## config.mk

```make
export PLATFORM = sky130hd
export DESIGN_NAME = whack_game_controller
export DESIGN_NICKNAME = d
export VERILOG_FILES = /design/src/rtl/whack_game_controller.sv
export SDC_FILE = /design/constraint.sdc
export NUM_CORES = 1
export LEC_CHECK = 0
export BUFFER_PORTS_ARGS = -buffer_cell sky130_fd_sc_hd__clkbuf_2
export CORE_MARGIN = 2
export CORE_UTILIZATION = 55
export DETAILED_ROUTE_END_ITERATION = 8
export PLACE_DENSITY = 0.8
export SYNTH_ARGS = -nofsm -noshare
export SYNTH_HDL_FRONTEND = slang
export SYNTH_SLANG_ARGS = --single-unit
```

## constraint.sdc

```tcl
create_clock -name clk -period 4.6 [get_ports clk]
set_input_delay 0 -clock clk [delete_from_list [all_inputs] [get_ports clk]]
set_output_delay 0 -clock clk [all_outputs]
set_load 0.05 [all_outputs]
```

## src/rtl/whack_game_controller.sv

```systemverilog
// -----------------------------------------------------------------------------
// whack_game_controller
//
// Top-level sequencer for the whack-a-mole datapath. Walks between the idle
// screen, the gap screen, the four mole screens and the game-over screen,
// driving the datapath's 3-bit state code and a one-cycle hit pulse.
// Mole selection comes from an 8-bit LFSR with a no-back-to-back-repeat rule.
//
// Ports:
//   clk            in   system clock
//   Reset          in   synchronous, active-high reset
//   start          in   start button level (already synchronized)
//   key[3:0]       in   mole hit button levels; key[i] hits mole i
//   enable_control in   one-cycle end-of-phase pulse from the datapath
//   state[2:0]     out  state code to the datapath (also the FSM debug view)
//   player_signal  out  one-cycle correct-hit pulse
//   mole_onehot    out  active mole for display, 0 outside mole screens
//   round[7:0]     out  completed mole rounds in the current game
//   miss_count     out  wrong key presses, saturating at 255
//   game_over      out  high while in the game-over screen
//
// Interface timing: enable_control, start and key are sampled on every rising
// clk edge; there is no back-pressure. Every output is registered, so a change
// decided from inputs sampled in cycle N appears in cycle N+1.
// -----------------------------------------------------------------------------
module whack_game_controller #(
    parameter int         NUM_ROUNDS = 20,
    parameter logic [7:0] LFSR_SEED  = 8'hA5
) (
    input  logic       clk,
    input  logic       Reset,
    input  logic       start,
    input  logic [3:0] key,
    input  logic       enable_control,
    output logic [2:0] state,
    output logic       player_signal,
    output logic [3:0] mole_onehot,
    output logic [7:0] round,
    output logic [7:0] miss_count,
    output logic       game_over
);

    typedef enum logic [2:0] {
        S_IDLE  = 3'b000,
        S_GAP   = 3'b001,
        S_MOLE0 = 3'b010,
        S_MOLE1 = 3'b011,
        S_MOLE2 = 3'b100,
        S_MOLE3 = 3'b101,
        S_OVER  = 3'b110
    } state_t;

    state_t     state_q, state_d;
    logic [1:0] prev_mole_q, prev_mole_d;
    logic [7:0] lfsr_q, lfsr_d;
    logic       start_q;
    logic [3:0] key_q;
    logic [7:0] round_q, round_d;
    logic [7:0] miss_q, miss_d;
    logic       hit_done_q, hit_done_d;
    logic       player_signal_q, player_signal_d;
    logic [3:0] mole_onehot_q, mole_onehot_d;
    logic       game_over_q, game_over_d;

    logic       start_rise;
    logic [3:0] key_rise;
    logic [3:0] wrong_rise;
    logic [1:0] cand;
    logic [1:0] next_mole;
    logic [2:0] cur_idx;
    logic [1:0] cur_mole;
    logic [7:0] round_inc;
    logic [7:0] miss_inc;

    always_comb begin
        start_rise = start & ~start_q;
        key_rise   = key & ~key_q;

        // Fibonacci LFSR, taps 8,6,5,4: maximal length, never reaches zero.
        lfsr_d = {lfsr_q[6:0], lfsr_q[7] ^ lfsr_q[5] ^ lfsr_q[4] ^ lfsr_q[3]};

        // Bump the candidate when it would repeat the previous mole.
        cand      = lfsr_q[1:0];
        next_mole = (cand == prev_mole_q) ? cand + 2'd1 : cand;

        // Mole index while in a mole state: codes 010..101 map to 0..3.
        cur_idx    = state_q - 3'd2;
        cur_mole   = cur_idx[1:0];
        wrong_rise = key_rise & ~(4'b0001 << cur_mole);

        round_inc = round_q + 8'd1;
        miss_inc  = (miss_q == 8'hFF) ? miss_q : miss_q + 8'd1;

        state_d         = state_q;
        prev_mole_d     = prev_mole_q;
        round_d         = round_q;
        miss_d          = miss_q;
        hit_done_d      = hit_done_q;
        player_signal_d = 1'b0;

        case (state_q)
            S_IDLE: begin
                if (start_rise) begin
                    state_d = S_GAP;
                    round_d = 8'd0;
                    miss_d  = 8'd0;
                end
            end
            S_GAP: begin
                if (|key_rise) miss_d = miss_inc;
                if (enable_control) begin
                    state_d     = state_t'(3'd2 + {1'b0, next_mole});
                    prev_mole_d = next_mole;
                    hit_done_d  = 1'b0;
                end
            end
            S_MOLE0, S_MOLE1, S_MOLE2, S_MOLE3: begin
                // Hit and miss are judged against the current mole even when
                // enable_control ends the phase in the same cycle.
                if (key_rise[cur_mole] && !hit_done_q) begin
                    player_signal_d = 1'b1;
                    hit_done_d      = 1'b1;
                end
                if (|wrong_rise) miss_d = miss_inc;
                if (enable_control) begin
                    round_d = round_inc;
                    state_d = (round_inc == 8'(NUM_ROUNDS)) ? S_OVER : S_GAP;
                end
            end
            S_OVER: begin
                if (start_rise) state_d = S_IDLE;
            end
            default: state_d = S_IDLE;  // code 111 recovers to idle
        endcase

        // Display and game_over follow the next state so they move with it.
        case (state_d)
            S_MOLE0: mole_onehot_d = 4'b0001;
            S_MOLE1: mole_onehot_d = 4'b0010;
            S_MOLE2: mole_onehot_d = 4'b0100;
            S_MOLE3: mole_onehot_d = 4'b1000;
            default: mole_onehot_d = 4'b0000;
        endcase
        game_over_d = (state_d == S_OVER);
    end

    always_ff @(posedge clk) begin
        if (Reset) begin
            state_q         <= S_IDLE;
            prev_mole_q     <= 2'd0;
            lfsr_q          <= LFSR_SEED;
            // Buttons held through reset release must not look like presses.
            start_q         <= 1'b1;
            key_q           <= 4'hF;
            round_q         <= 8'd0;
            miss_q          <= 8'd0;
            hit_done_q      <= 1'b0;
            player_signal_q <= 1'b0;
            mole_onehot_q   <= 4'd0;
            game_over_q     <= 1'b0;
        end else begin
            state_q         <= state_d;
            prev_mole_q     <= prev_mole_d;
            lfsr_q          <= lfsr_d;
            start_q         <= start;
            key_q           <= key;
            round_q         <= round_d;
            miss_q          <= miss_d;
            hit_done_q      <= hit_done_d;
            player_signal_q <= player_signal_d;
            mole_onehot_q   <= mole_onehot_d;
            game_over_q     <= game_over_d;
        end
    end

    assign state         = state_q;
    assign player_signal = player_signal_q;
    assign mole_onehot   = mole_onehot_q;
    assign round         = round_q;
    assign miss_count    = miss_q;
    assign game_over     = game_over_q;

endmodule
```

# --- Word-level counts from Yosys, hierarchy flattened ---
# Index checks and enable logic that the tools add are counted.
totals:
  register_bits: 41
  inputBits: 8
classes:
  addsub: 5
  order_cmp: 1
  eq_ne: 20
  n_shift: 1
  mux: 21
  bitwise_logic: 10
  n_reduce_logical: 14
ops:
  columns: ["op", "n"]
  rows:
  - ["two-way mux 8 bit", 5]
  - ["case mux 8 bit (3 select lines)", 1]
  - ["== test 3 bit, second input constant", 6]
  - ["adder 8 x 1 -> 8 bit, second input constant", 2]
  - ["case mux 4 bit (4 select lines)", 1]
  - ["case mux 8 bit (2 select lines)", 1]
  - ["two-way mux 3 bit", 5]
  - ["== test 3 x 2 -> 1 bit, second input constant", 4]
  - ["!= test 2 bit, second input constant", 6]
  - ["case mux 3 bit (4 select lines)", 1]
  - ["OR reduction 4 bit", 3]
  - ["bitwise AND 4 bit", 2]
  - ["== test 8 x 5 -> 1 bit, second input constant", 1]
  - ["== test 8 bit, second input constant", 1]
  - ["NOT 4 bit", 2]
  - ["AND reduction 3 bit", 2]
  - ["two-way mux 1 bit", 4]
  - ["AND reduction 4 bit", 1]
  - ["nonzero test 2 bit", 2]
  - ["<< shifter 1 x 2 -> 4 bit, first input constant", 1]
  - ["adder 2 x 2 -> 3 bit, first input constant", 1]
  - ["== test 3 x 1 -> 1 bit, second input constant", 1]
  - ["logical NOT 3 bit", 1]
  - ["< comparator 2 x 3 -> 1 bit, second input constant", 1]
  - ["other kinds (14)", 17]

# --- Longest topological paths before layout ---
logic_depth:
  depth_word: 7
  depth_mapped: 8

# --- Worst setup path after synthesis ---
# No wires, ideal clock.
synth_timing:
  path_type: "register -> register"
  from: "register round_q[0] (netlist: round[0])"
  to: "register mole_onehot_q[2] (netlist: mole_onehot[2])"
  setup_ns: 0.060
  t_arrival_ns: 2.000
  required_ns: 4.540
  slack_ns: 2.540
  path_stages_with_launch: 8
  n_path_buf: 0
  synth_period_minus_slack_ns: 2.060
  path_cell_list: "dfxtp_1 > ha_1 > nor4bb_1 > a21bo_2 > a222oi_1 > a21o_1 > inv_1 > and3_1"
synth_between:
  elab_chain_cells: 7
  word_cells_on_any_way: 10
synth_rtl:
  columns: ["element", "line_no", "rtl"]
  rows:
  - ["from (decl)", "58", "logic [7:0] round_q, round_d;"]
  - ["from (signal assigned)", "167", "round_q <= round_d;"]
  - ["adder 8 x 1 -> 8 bit (*)", "91", "round_inc = round_q + 8'd1;"]
  - ["== test 8 x 5 -> 1 bit (*)", "127", "state_d = (round_inc == 8'(NUM_ROUNDS)) ? S_OVER : S_GAP;"]
  - ["two-way mux 3 bit (*)", "127", null]
  - ["two-way mux 3 bit (*)", "125", "if (enable_control) begin"]
  - ["case mux 3 bit (4 select lines) (*)", "101", "case (state_q)"]
  - ["== test 3 bit or == test 3 x 2 -> 1 bit (tied branches)", "137", "case (state_d)"]
  - ["case mux 4 bit (4 select lines) (*)", "137", null]
  - ["to (signal assigned)", "171", "mole_onehot_q <= mole_onehot_d;"]
  - ["to (decl)", "62", "logic [3:0] mole_onehot_q, mole_onehot_d;"]
# Every way passes the cells marked *; elsewhere a longest branch is shown, timed or not.
# A chain may end at the register's enable or synchronous reset.

# --- Worst setup path in the final report ---
layout_timing:
  from: "register miss_q[0] (netlist: miss_count[0])"
  to: "register miss_q[6] (netlist: miss_count[6])"
layout_between:
  elab_chain_cells: 4
  word_cells_on_any_way: 6
layout_rtl:
  columns: ["element", "line_no", "rtl"]
  rows:
  - ["from (decl)", "59", "logic [7:0] miss_q, miss_d;"]
  - ["from (signal assigned)", "168", "miss_q <= miss_d;"]
  - ["adder 8 x 1 -> 8 bit or == test 8 bit (tied branches)", "92", "miss_inc = (miss_q == 8'hFF) ? miss_q : miss_q + 8'd1;"]
  - ["two-way mux 8 bit (*)", "92", null]
  - ["two-way mux 8 bit, on equally long branches", "124, 110", null]
  - ["case mux 8 bit (3 select lines) (*)", "101", null]
# Every way passes the cells marked *; elsewhere a longest branch is shown, timed or not. The select of a mux whose other input is x is not followed.

==> summary.txt <==
Yosys top cell area share: 43.3%
Finish-stage setup viols: 0
Design Power: 0.637 mW
Initial antenna violation count: 0
Io pins: 33
Antenna Nets Post-Route: 0
Post-Syn Instances: 202
Filler cell count: 301
Pin count of the biggest net entering global routing: 32
Sequential element share of the synthesized area: 43.3%
P&R area growth vs syn: 14.8%
Dpl ws: 2.63 ns
Max VDD drop: 161 uV
CTS max path bufs: 2
Crit Path Category: reg2reg
Vias in the first global route: 1500
Internal power: 0.474 mW
Type of origin of the critical path: register
Post-DP HPWL: 2680 um
Setup TNS: 0 ns
Sequential share of power: 59.1%
Yosys reg bits: 41
Initial Util: 57.2%
ANT cells: 0
GP Congestion: 0.784
Die Area: 3930 um2
Worst Reg-to-Reg Cells: 5
Hold Path Sink: mole_onehot[3]
Number of synthesized flops with an enable pin: 0
Layout cells sized above 1: 24.3%
Final worst slack: 2.67 ns
Die H: 62.7 um
Worst path required time: 4.88 ns
Start of the worst register-to-register path: miss_count[0]
Cell area after layout: 2170 um2
XOR/XNOR Fraction of Synth Area: 1.85%
Die extent in x: 62.7 um
Final std cells w/o fill: 285
Pwr/cell area: 293 nW/um2
Final Cycle Share: 42.0%
CTS root buffer: clkbuf_4
Clk pwr share: 27.8%
Hold WC Path Type: in2reg
Syn nets: 212
GR Util All Layers: 21.1%
TritonCTS Buffers: 5
Synth Flop Type: dfxtp_1
Achievable frequency: 517 MHz
Post-CTS Setup Bufs: 0
Setup Skew: 0.0101 ns
Final Core Density: 65.7%
Vias/cell: 5.66
First-pass detailed-route iteration total: 4
Fin crit period: 1.93 ns
Per-cell routed wire length: 13.1 um
Max-slew violation count: 0
Area leader, netlist: dfxtp_1
Hold Crit Depth: 4
Initial DRC count: 112
Combinational share of power: 13.2%
Hold_sp: enable_control
CTS sink cnt: 41
Post_cts resized: 0
Synthesis Warnings: 0
Core Region: 3310 um2
Drt drc: 0
Mapped cell area: 1890 um2
Placement Rows: 21
Leakage: 0.901 nW
Placed cells: 273
Simple-gate share of the synthesized area: 27.6%
Multi-input logic area: 1010 um2
Crit. End Element: register
Latest clock arrival within the worst-skew pair: 0.34 ns
Hold slack: 0.181 ns
CP Data Arrival Time: 2.21 ns
Syn Area/Cell: 9.38 um2
Netlist cell types: 55
RSZ-0062 raised after global routing: false
H-tree Lvls: 2
Adder and majority cell fraction of the synthesized area: 1.32%
CP Max Fanout: 9
First-pass GRT wire length: 6640 um
Largest family of logic cells by synthesized area: simple AND/OR/NAND/NOR gates
Final nets: 249
RR Endpoint: miss_count[6]
CTS tree: built
Ys async rst share: 0%
Switching Share: 25.6%
Flop-to-flop setup slack: 2.67 ns
Cell Area, Placed: 2070 um2
Status: completed
DR vias: 1613
Grt ovf: 0
Slew @ Worst Pin: 0.661 ns
Reg clk slew, reported paths: 0.11 ns
Max_cap viols: 0
Final Hold Fails: 0
Sw power: 0.163 mW
CTS Hold Bufs: 5
Final WL: 3740 um
Synth area leaders: dfxtp_1 43%, nor2_1 4.2%, a21oi_1 3.7%, or2_2 3.0%, nor2b_1 2.6%
Register Area: 821 um2
Mux contribution to synthesized area: 4.23%
Relative slew margins: 55.8%
I/O Buffers: 32
Synth Area in Compound Gates: 18.4%
[power groups by stage]
stage | clock (mW) | combinational, mW | sequential [mW]
global route | 0.199 | 0.0926 | 0.378
floorplan | 0 | 0.0592 | 0.390
CTS | 0.183 | 0.0842 | 0.377
finish | 0.177 | 0.0840 | 0.376
detailed placement | 0 | 0.0806 | 0.385
global placement | 0 | 0.0789 | 0.384
[critical path, cell delays in order (launching register included)]
cell	delay, ns
dfxtp_1	0.36
ha_1	0.22
and2_1	0.20
a311o_4	0.46
or4_1	0.48
a21oi_1	0.15
[synthesized netlist by cell type, types with 3 or more instances]
cell type  instances
nand3b_1           5
and3_1             5
dfxtp_1           41
nand2b_1           6
xor2_1             3
o21ai_1            5
a21oi_1           14
clkbuf_1           4
nand3_1            8
nor3b_1            3
nor2b_1            8
nor3_1             4
or2_2              9
o21ai_0            5
inv_1              5
nand2_1            5
mux2i_1            4
nor2_1            21
[worst max-delay path by stage]
stage,from,to,slack [ns],cells after the start
4_1_cts,round[0],mole_onehot[0],2.62,5
2_1_floorplan,round[0],mole_onehot[2],2.54,7
3_5_place_dp,round[0],mole_onehot[0],2.63,5
3_3_place_gp,round[0],game_over,2.65,5
6_report,miss_count[0],miss_count[6],2.67,5
5_1_grt,round[0],game_over,2.26,5
[registers in the layout (all words and copies together), names as in the netlist]
register and cells:
lfsr_q 8, start_q 1, player_signal 1, miss_count 8, round 8, state 3, game_over 1, prev_mole_q 2
hit_done_q 1, mole_onehot 4, key_q 4
[cell families after synthesis]
kind of cell,after synthesis
muxes,6
buffers and inverters,12
and+or+nand+nor,91
xor gates and xnor gates,4
AOI/OAI and AO/OA,46
adders and majority gates,2
DFF,41
[cells in the final DEF, fill, tap and decap left out, types with 4 or more instances in the layout]
| cell | instances |
|---|---|
| dfxtp_1 | 41 |
| clkbuf_2 | 32 |
| nor2_1 | 21 |
| a21oi_1 | 14 |
| or2_2 | 9 |
| nor2b_1 | 8 |
| nand3_1 | 8 |
| nand2b_1 | 6 |
| o21ai_1 | 5 |
| inv_1 | 5 |
| nand2_1 | 5 |
| and3_1 | 5 |
| o21ai_0 | 5 |
| nand3b_1 | 5 |
| clkbuf_4 | 5 |
| dlygate4sd3_1 | 5 |
| nor3_1 | 4 |
| mux2i_1 | 4 |
[final cells by class]
type,count,share of cell area [%]
Clock buffer,7,2.53
Inverter,5,0.863
Multi-Input combinational cell,149,46.5
Sequential cell,41,37.7
Tap cell,46,2.65
Timing Repair Buffer,37,9.67
[metal layers]
| layer | GRT usage [%] | routed length [um] |
|---|---|---|
| met3 | 5.95 | 180 |
| met1 | 24.8 | 1560 |
| met2 | 36.2 | 1910 |
| met4 | 8.33 | 89 |
| met5 | 0 | 0 |
No activity file was read; power rests on OpenSTA's default activity.
